## config.mk

```make
export PLATFORM = sky130hd
export DESIGN_NAME = mux_pipe_stage_flat
export DESIGN_NICKNAME = d
export VERILOG_FILES = /design/src/rtl/mux_pipe_stage_if.sv /design/src/rtl/mux_pipe_stage.sv /design/src/flat_wrapper.sv
export SDC_FILE = /design/constraint.sdc
export NUM_CORES = 1
export LEC_CHECK = 0
export ABC_CLOCK_PERIOD_IN_PS = 2000
export CAP_MARGIN = 20
export CORE_MARGIN = 2
export CORE_UTILIZATION = 40
export DETAILED_ROUTE_END_ITERATION = 8
export PLACE_DENSITY = 0.81
export SETUP_SLACK_MARGIN = 0.05
export SYNTH_ARGS = -nofsm -noshare
export SYNTH_HDL_FRONTEND = slang
export SYNTH_SLANG_ARGS = --single-unit
```

## constraint.sdc

```tcl
create_clock -name clk -period 2 [get_ports clk]
set_input_delay 0.4 -clock clk [delete_from_list [all_inputs] [get_ports clk]]
set_output_delay 0.4 -clock clk [all_outputs]
set_load 0.05 [all_outputs]
```

## src/rtl/mux_pipe_stage_if.sv

```systemverilog
// mux_pipe_stage_if: handshake bundle for mux_pipe_stage.
//   Producer side: in_data (N_IN*WIDTH packed, input k at [k*WIDTH +: WIDTH]),
//                  in_sel, in_valid, in_ready, flush.
//   Consumer side: out_data, out_sel_err, out_valid, out_ready,
//                  out_parity (only when MUX_PIPE_STAGE_PARITY_EN is defined).
// Modports: master = the environment driving the stage, slave = the stage itself.
interface mux_pipe_stage_if #(
    parameter int WIDTH = 32,
    parameter int N_IN  = 4,
    parameter int SEL_W = $clog2(N_IN)
);
    logic [N_IN*WIDTH-1:0] in_data;
    logic [SEL_W-1:0]      in_sel;
    logic                  in_valid;
    logic                  in_ready;
    logic                  flush;
    logic [WIDTH-1:0]      out_data;
    logic                  out_sel_err;
    logic                  out_valid;
    logic                  out_ready;
`ifdef MUX_PIPE_STAGE_PARITY_EN
    logic                  out_parity;

    modport master (
        output in_data, in_sel, in_valid, flush, out_ready,
        input  in_ready, out_data, out_sel_err, out_valid, out_parity
    );

    modport slave (
        input  in_data, in_sel, in_valid, flush, out_ready,
        output in_ready, out_data, out_sel_err, out_valid, out_parity
    );
`else
    modport master (
        output in_data, in_sel, in_valid, flush, out_ready,
        input  in_ready, out_data, out_sel_err, out_valid
    );

    modport slave (
        input  in_data, in_sel, in_valid, flush, out_ready,
        output in_ready, out_data, out_sel_err, out_valid
    );
`endif
endinterface

```

## src/rtl/mux_pipe_stage.sv

```systemverilog
// mux_pipe_stage: N_IN-input, WIDTH-bit selector with a registered output and
// a valid/ready handshake. A main/skid entry pair gives full throughput with a
// registered in_ready and strict in-order delivery under back-pressure.
//
// Ports:
//   clk    - clock, rising edge
//   rst_n  - synchronous active-low reset
//   bus    - mux_pipe_stage_if.slave (in_data, in_sel, in_valid, in_ready, flush,
//            out_data, out_sel_err, out_valid, out_ready[, out_parity])
//
// Optional: define MUX_PIPE_STAGE_PARITY_EN to store and drive out_parity, the
// XOR reduction of the main entry's data.
//
// state | meaning
// ------+---------------------------------------------
// EMPTY | no entry held, out_valid=0
// ONE   | main entry valid, skid free
// FULL  | main and skid valid, in_ready=0
module mux_pipe_stage #(
    parameter int WIDTH = 32,
    parameter int N_IN  = 4
) (
    input  logic              clk,
    input  logic              rst_n,
    mux_pipe_stage_if.slave   bus
);
    localparam int SEL_W = $clog2(N_IN);

    typedef enum logic [1:0] {
        EMPTY = 2'd0,
        ONE   = 2'd1,
        FULL  = 2'd2
    } state_t;

    state_t           state_q;
    state_t           state_d;

    logic [WIDTH-1:0] main_data_q;
    logic             main_err_q;
    logic [WIDTH-1:0] skid_data_q;
    logic             skid_err_q;

    logic [WIDTH-1:0] cap_data;
    logic             cap_err;

    logic             accept;
    logic             pop;
    logic             load_main_cap;
    logic             load_main_skid;
    logic             load_skid;

    // Out-of-range selects capture zero and flag an error.
    always_comb begin
        cap_data = '0;
        cap_err  = 1'b1;
        for (int k = 0; k < N_IN; k++) begin
            if (bus.in_sel == SEL_W'(k)) begin
                cap_data = bus.in_data[k*WIDTH +: WIDTH];
                cap_err  = 1'b0;
            end
        end
    end

    // in_ready depends only on registered state (and reset), never on out_ready.
    assign bus.in_ready  = rst_n && (state_q != FULL);
    assign bus.out_valid = (state_q != EMPTY);
    assign accept        = bus.in_valid && bus.in_ready;
    assign pop           = bus.out_valid && bus.out_ready;

    always_ff @(posedge clk) begin
        if (!rst_n) begin
            state_q <= EMPTY;
        end else begin
            state_q <= state_d;
        end
    end

    always_comb begin
        state_d        = state_q;
        load_main_cap  = 1'b0;
        load_main_skid = 1'b0;
        load_skid      = 1'b0;
        if (bus.flush) begin
            // Storage is left as-is; it is unobservable once out_valid drops.
            state_d = EMPTY;
        end else begin
            unique case (state_q)
                EMPTY: begin
                    if (accept) begin
                        load_main_cap = 1'b1;
                        state_d       = ONE;
                    end
                end
                ONE: begin
                    if (accept && pop) begin
                        load_main_cap = 1'b1;
                    end else if (accept) begin
                        load_skid = 1'b1;
                        state_d   = FULL;
                    end else if (pop) begin
                        state_d = EMPTY;
                    end
                end
                FULL: begin
                    if (pop) begin
                        load_main_skid = 1'b1;
                        state_d        = ONE;
                    end
                end
                default: begin
                    state_d = EMPTY;
                end
            endcase
        end
    end

    always_ff @(posedge clk) begin
        if (!rst_n) begin
            main_data_q <= '0;
            main_err_q  <= 1'b0;
            skid_data_q <= '0;
            skid_err_q  <= 1'b0;
        end else begin
            if (load_main_cap) begin
                main_data_q <= cap_data;
                main_err_q  <= cap_err;
            end else if (load_main_skid) begin
                main_data_q <= skid_data_q;
                main_err_q  <= skid_err_q;
            end
            if (load_skid) begin
                skid_data_q <= cap_data;
                skid_err_q  <= cap_err;
            end
        end
    end

    assign bus.out_data    = main_data_q;
    assign bus.out_sel_err = main_err_q;

`ifdef MUX_PIPE_STAGE_PARITY_EN
    logic main_par_q;
    logic skid_par_q;

    always_ff @(posedge clk) begin
        if (!rst_n) begin
            main_par_q <= 1'b0;
            skid_par_q <= 1'b0;
        end else begin
            if (load_main_cap) begin
                main_par_q <= ^cap_data;
            end else if (load_main_skid) begin
                main_par_q <= skid_par_q;
            end
            if (load_skid) begin
                skid_par_q <= ^cap_data;
            end
        end
    end

    assign bus.out_parity = main_par_q;
`endif

endmodule

```

## src/flat_wrapper.sv

```systemverilog
// flat-port wrapper written by rule: the top's interface ports become plain ports
module mux_pipe_stage_flat 
#(
    parameter int WIDTH = 32,
    parameter int N_IN  = 4
)
  (clk, rst_n, bus_in_data, bus_in_sel, bus_in_valid, bus_flush, bus_out_ready, bus_in_ready, bus_out_data, bus_out_sel_err, bus_out_valid);
  mux_pipe_stage_if #(.WIDTH(WIDTH), .N_IN(N_IN)) bus_i ();
  input  logic clk;
  input  logic rst_n;
  input wire logic [$bits(bus_i.in_data)-1:0] bus_in_data;
  input wire logic [$bits(bus_i.in_sel)-1:0] bus_in_sel;
  input wire logic [$bits(bus_i.in_valid)-1:0] bus_in_valid;
  input wire logic [$bits(bus_i.flush)-1:0] bus_flush;
  input wire logic [$bits(bus_i.out_ready)-1:0] bus_out_ready;
  output wire logic [$bits(bus_i.in_ready)-1:0] bus_in_ready;
  output wire logic [$bits(bus_i.out_data)-1:0] bus_out_data;
  output wire logic [$bits(bus_i.out_sel_err)-1:0] bus_out_sel_err;
  output wire logic [$bits(bus_i.out_valid)-1:0] bus_out_valid;
  assign bus_i.in_data = bus_in_data;
  assign bus_i.in_sel = bus_in_sel;
  assign bus_i.in_valid = bus_in_valid;
  assign bus_i.flush = bus_flush;
  assign bus_i.out_ready = bus_out_ready;
  assign bus_in_ready = bus_i.in_ready;
  assign bus_out_data = bus_i.out_data;
  assign bus_out_sel_err = bus_i.out_sel_err;
  assign bus_out_valid = bus_i.out_valid;
  mux_pipe_stage #(.WIDTH(WIDTH), .N_IN(N_IN)) u_core (.clk(clk), .rst_n(rst_n), .bus(bus_i));
endmodule
```

After elaboration in Yosys (flattened, before gate mapping)
Index checks and enable logic that the tools add are counted.
- input port bits: 135
- logic and storage cells: 54
- register bits: 68
- muxes and demuxes: 28
- bitwise logic cells: 1
- equal/unequal tests: 10
- reduce and logical (&&, ||, !) cells: 10
- operators by type and width (operator ; number):
    32-bit 2-to-1 mux ; 6
    1-bit 2-to-1 mux ; 15
    2-bit 2-to-1 mux ; 5
    2-bit == test (second input constant) ; 3
    2-bit case mux with 3 select lines ; 1
    2-bit by 1-bit == test with 1-bit output (second input constant) ; 2
    1-bit logical AND ; 4
    2-bit zero test ; 2
    2-bit by 1-bit != test with 1-bit output (second input constant) ; 2
    2-bit != test (second input constant) ; 2
    4-bit AND reduction ; 1
    2-bit nonzero test ; 2
    3-bit by 1-bit != test with 1-bit output (second input constant) ; 1
    1-bit case mux with 2 select lines ; 1
    2-bit OR reduction ; 1
    1-bit inverter ; 1

Longest topological paths before layout
Gate-level depths: netlist of the first run.
- depth after elaboration: 8
- depth in mapped cells: 5
- depth with buffers taken out: 3

Worst setup path after synthesis of the first run
No wires, ideal clock.
- path type: flip-flop to output port
- start: register u_core.state_q[0]
- end: output bus_in_ready
- stages on the path, launching flop included: 3
- data required time: 1.600 ns
- data arrival time: 1.582 ns
- path slack: 0.018 ns
- cell sequence: dfxtp_1 > inv_1 > a21boi_0
- longest elaborated chain between the ends: 2
- RTL lines (item ; line ; source):
    start, declared ; mux_pipe_stage.sv:35 ; state_t state_q;
    start signal, assigned ; mux_pipe_stage.sv:74 ; state_q <= state_d;
    2-bit != test ; mux_pipe_stage.sv:65 ; assign bus.in_ready = rst_n && (state_q != FULL);
    1-bit logical AND ; mux_pipe_stage.sv:65 ;
    end, declared ; flat_wrapper.sv:16 ; output wire logic [$bits(bus_i.in_ready)-1:0] bus_in_ready;
No other way between the ends.

Final worst setup path of the first run
- start: register u_core.main_data_q[16], in the netlist u_core.bus.out_data[16]
- end: output bus_out_data[16]
- RTL lines (item ; line ; source):
    start, declared ; mux_pipe_stage.sv:38 ; logic [WIDTH-1:0] main_data_q;
    start signal, assigned ; mux_pipe_stage.sv:125 ; main_data_q <= cap_data;
    start signal, assigned ; mux_pipe_stage.sv:128 ; main_data_q <= skid_data_q;
    end, declared ; flat_wrapper.sv:17 ; output wire logic [$bits(bus_i.out_data)-1:0] bus_out_data;
No word-level cell between the ends.

==> results.yml, run 1 <==
yosys:
  synth_most_common_cell: "dfxtp_1"
  synth_cells: 243
  syn_nets: 378
  ys_ff_latch: 68
  synth_commonest_cells: "68 x dfxtp_1, 33 x mux2i_1, 32 x a22o_1, 32 x mux4_2, 32 x o2bb2ai_1"
  postSynthAreaPerCell_um2: 13.7
  ys_types: 27
  yosysWarnings: 0
  ys_seq_area_frac: 0.410
  ys.flop_type: "dfxtp_1"
  synth_top_area_cell: "dfxtp_1"
  synth_area_mm2: 0.00332
  synth_edf_count: 0
  synth_top_area_share: 0.410
  async_reset_ff_frac: 0
  synth_area_leaders: "dfxtp_1 41%, mux4_2 22%, mux2i_1 9.9%"
global_route:
  grt_pass1_vias: 3119
  grt_max_degree: 34
  grt_use_total: 0.210
  antenna_found_initial: 0
  gr-total-overflow: 0
  grt_pass1_wl_um: 14600
sta:
  fmax_ghz: 0.523
  fin_setup_tns_ns: 0
  setup_viol: 0
  max_slew_margin: 0.636
  rsz0062_at_grt: "false"
  holdWs_ns: 0.475
  setup_ws_ns: 0.0897
  worst_pin_slew_ns: 0.544
  clock_skew_ns: 0.00471
  hold_violations: 0
  finalCritPeriodShare: 0.955
  period_minus_slack_ns: 1.91
  report.final.slew_viol_count: 0
routing:
  drt_pass1_iterations: 4
  wl_um: 9160
  dr.first_iter.drc_count: 53
  vias: 2789
  wl_per_cell_um: 17.6
  vias_per_cell: 5.35
  remaining_drc_errors: 0
  ant_nets: 0
cells_and_area:
  diodes: 0
  fillers: 654
  fin_area_mm2: 0.00533
  final_cells: 521
  nets: 547
  drive_gt1_frac: 0.161
  fin_util: 0.655
  areaGrowthSynthToFinish_pct: 60.2
worst_setup_path:
  crit_slowest_cell: "clkdlybuf4s50_1"
  worstSetupPathType: "flip-flop to primary output"
  rr_worst_depth: 3
  r2r-end: "u_core.skid_data_q[16]"
  cp.arrival_ns: 1.51
  worstSetupStartpointType: "flip-flop"
  r2r-start: "u_core.state_q[0]"
  cp.depth: 1
  crit_start: "u_core.bus.out_data[16]"
  critPathBufInv: 1
  critPathRequiredTime_ns: 1.60
  path_delay_family: "buffers and inverters"
  path_max_fanout: 2
  slowest_delay_ns: 0.84
  cp-end-kind: "primary output"
  crit_chain: "clkdlybuf4s50_1"
  rrSetupSlack_ns: 0.46
placement:
  dp_cells: 506
  placed_area_mm2: 0.00516
  post-place-ws_ns: -0.0182
  dp_hpwl_um: 6700
  routabilityCongestion: 0.687
  portBuffers: 169
power:
  total_power_mw: 3.21
  combPwrFrac: 0.252
  p_per_area_mw_per_mm2: 603
  ir_worst_vdd_v: 0.000307
  p_sw_frac: 0.262
  p_clk_frac: 0.304
  intPower_mw: 2.37
  power.leakage_nw: 1.84
  switching_power_mw: 0.842
  seqPwrFrac: 0.444
hold_path:
  hold_class: "flip-flop to flip-flop"
  hold_depth: 1
  whs_endpoint: "u_core.skid_err_q"
  hp-start: "u_core.skid_err_q"
clock_network:
  cts_max_path_buffers: 2
  cts_num_sinks: 68
  cts_max_level: 3
  root_buffer: "clkbuf_8"
  clock_latency_ns: 0.33
  cts_made_buffers: 9
  cts_tree: "built"
  path_clk_slew_ns: 0.07
  cts_hold_buf: 0
die:
  start_util: 0.409
  rows: 33
  die_area_mm2: 0.00905
  die_w_um: 95.2
  core_area_mm2: 0.00813
  io_pins: 170
  die_height_um: 95.2
job:
  cap_violations: 0
run_status:
  status: "finished, final reports clean"
how the worst max path moves through the flow:
stage / slack [ns] / end
after global placement: 0.05 / u_core.skid_data_q[8]
after global routing: 0.05 / bus_out_data[29]
after CTS: 0.07 / bus_out_data[16]
after floorplan: 0.39 / bus_in_ready
after detailed placement: -0.02 / u_core.skid_data_q[4]
final: 0.09 / bus_out_data[16]
state kept, by name, summed over array words and instances (netlist names):
| register | flops |
|---|---|
| u_core.skid_err_q | 1 |
| u_core.bus.out_data | 32 |
| u_core.skid_data_q | 32 |
| u_core.bus.out_sel_err | 1 |
| u_core.state_q | 2 |
routing by layer:
layer | vias to the layer above | GRT usage | share of wire
met5 | - | 0 | 0
met4 | 0 | 0.0821 | 0.017
met3 | 18 | 0.0538 | 0.083
met2 | 112 | 0.385 | 0.52
met1 | 1337 | 0.230 | 0.38
li1 | 1322 | - | -
timing repair:
| item | in CTS | in global routing |
|---|---|---|
| buffers inserted | 0 | 0 |
| gates resized for setup | 1 | 0 |
| endpoints found under the setup margin | 1 | 0 |
| hold endpoints to repair | 0 | 0 |
power by group through the flow:
stage / registers, mW / logic, mW / clock network, mW
2_1_floorplan: 1.58 / 0.271 / 0
3_3_place_gp: 1.45 / 0.799 / 0
3_5_place_dp: 1.46 / 0.818 / 0
4_1_cts: 1.43 / 0.819 / 1.00
5_1_grt: 1.43 / 0.857 / 1.06
6_report: 1.43 / 0.810 / 0.976
cell usage in the layout (no fill, tap or decap), types with 2 or more instances in the layout:
cell type / count
clkinv_2: 2
buf_12: 7
clkdlybuf4s50_1: 165
nand2b_1: 2
o2bb2ai_1: 32
dfxtp_1: 68
nor3_4: 2
clkbuf_1: 2
nand2_1: 2
buf_4: 7
mux2i_1: 33
a22o_1: 32
mux4_2: 32
a21oi_1: 3
clkbuf_8: 11
cell families (layout without fill, tap and decap cells):
| family | count (synthesis) | in the layout | synth area share |
|---|---|---|---|
| multiplexers | 65 | 65 | 0.316 |
| buffers and inverters | 24 | 197 | 0.0546 |
| AND/OR/NAND/NOR | 15 | 15 | 0.0320 |
| flip-flops | 68 | 68 | 0.410 |
| AO/OA/AOI/OAI | 71 | 71 | 0.188 |
layout make-up:
cell class                      count  area (µm²)  share of cell area
Tap cell                          105         131              0.0247
Clock buffer                       13         159              0.0298
Multi-Input combinational cell    151        1800               0.338
Inverter                            1        3.75            0.000705
Timing Repair Buffer              181        1860               0.349
Sequential cell                    68        1360               0.256
Clock inverter                      2        10.0             0.00188
No activity file was read; power rests on OpenSTA's default activity.
==> inputs of run 2 (changes only) <==
--- a/config.mk
+++ b/config.mk
@@ -9,6 +9,7 @@
 export CAP_MARGIN = 20
 export CORE_MARGIN = 2
 export CORE_UTILIZATION = 40
+export CTS_CLUSTER_DIAMETER = 150
 export DETAILED_ROUTE_END_ITERATION = 8
 export PLACE_DENSITY = 0.81
 export SETUP_SLACK_MARGIN = 0.05
==> results of run 2 <==
Final layout, timing and power as in run 1 (identical DEF).
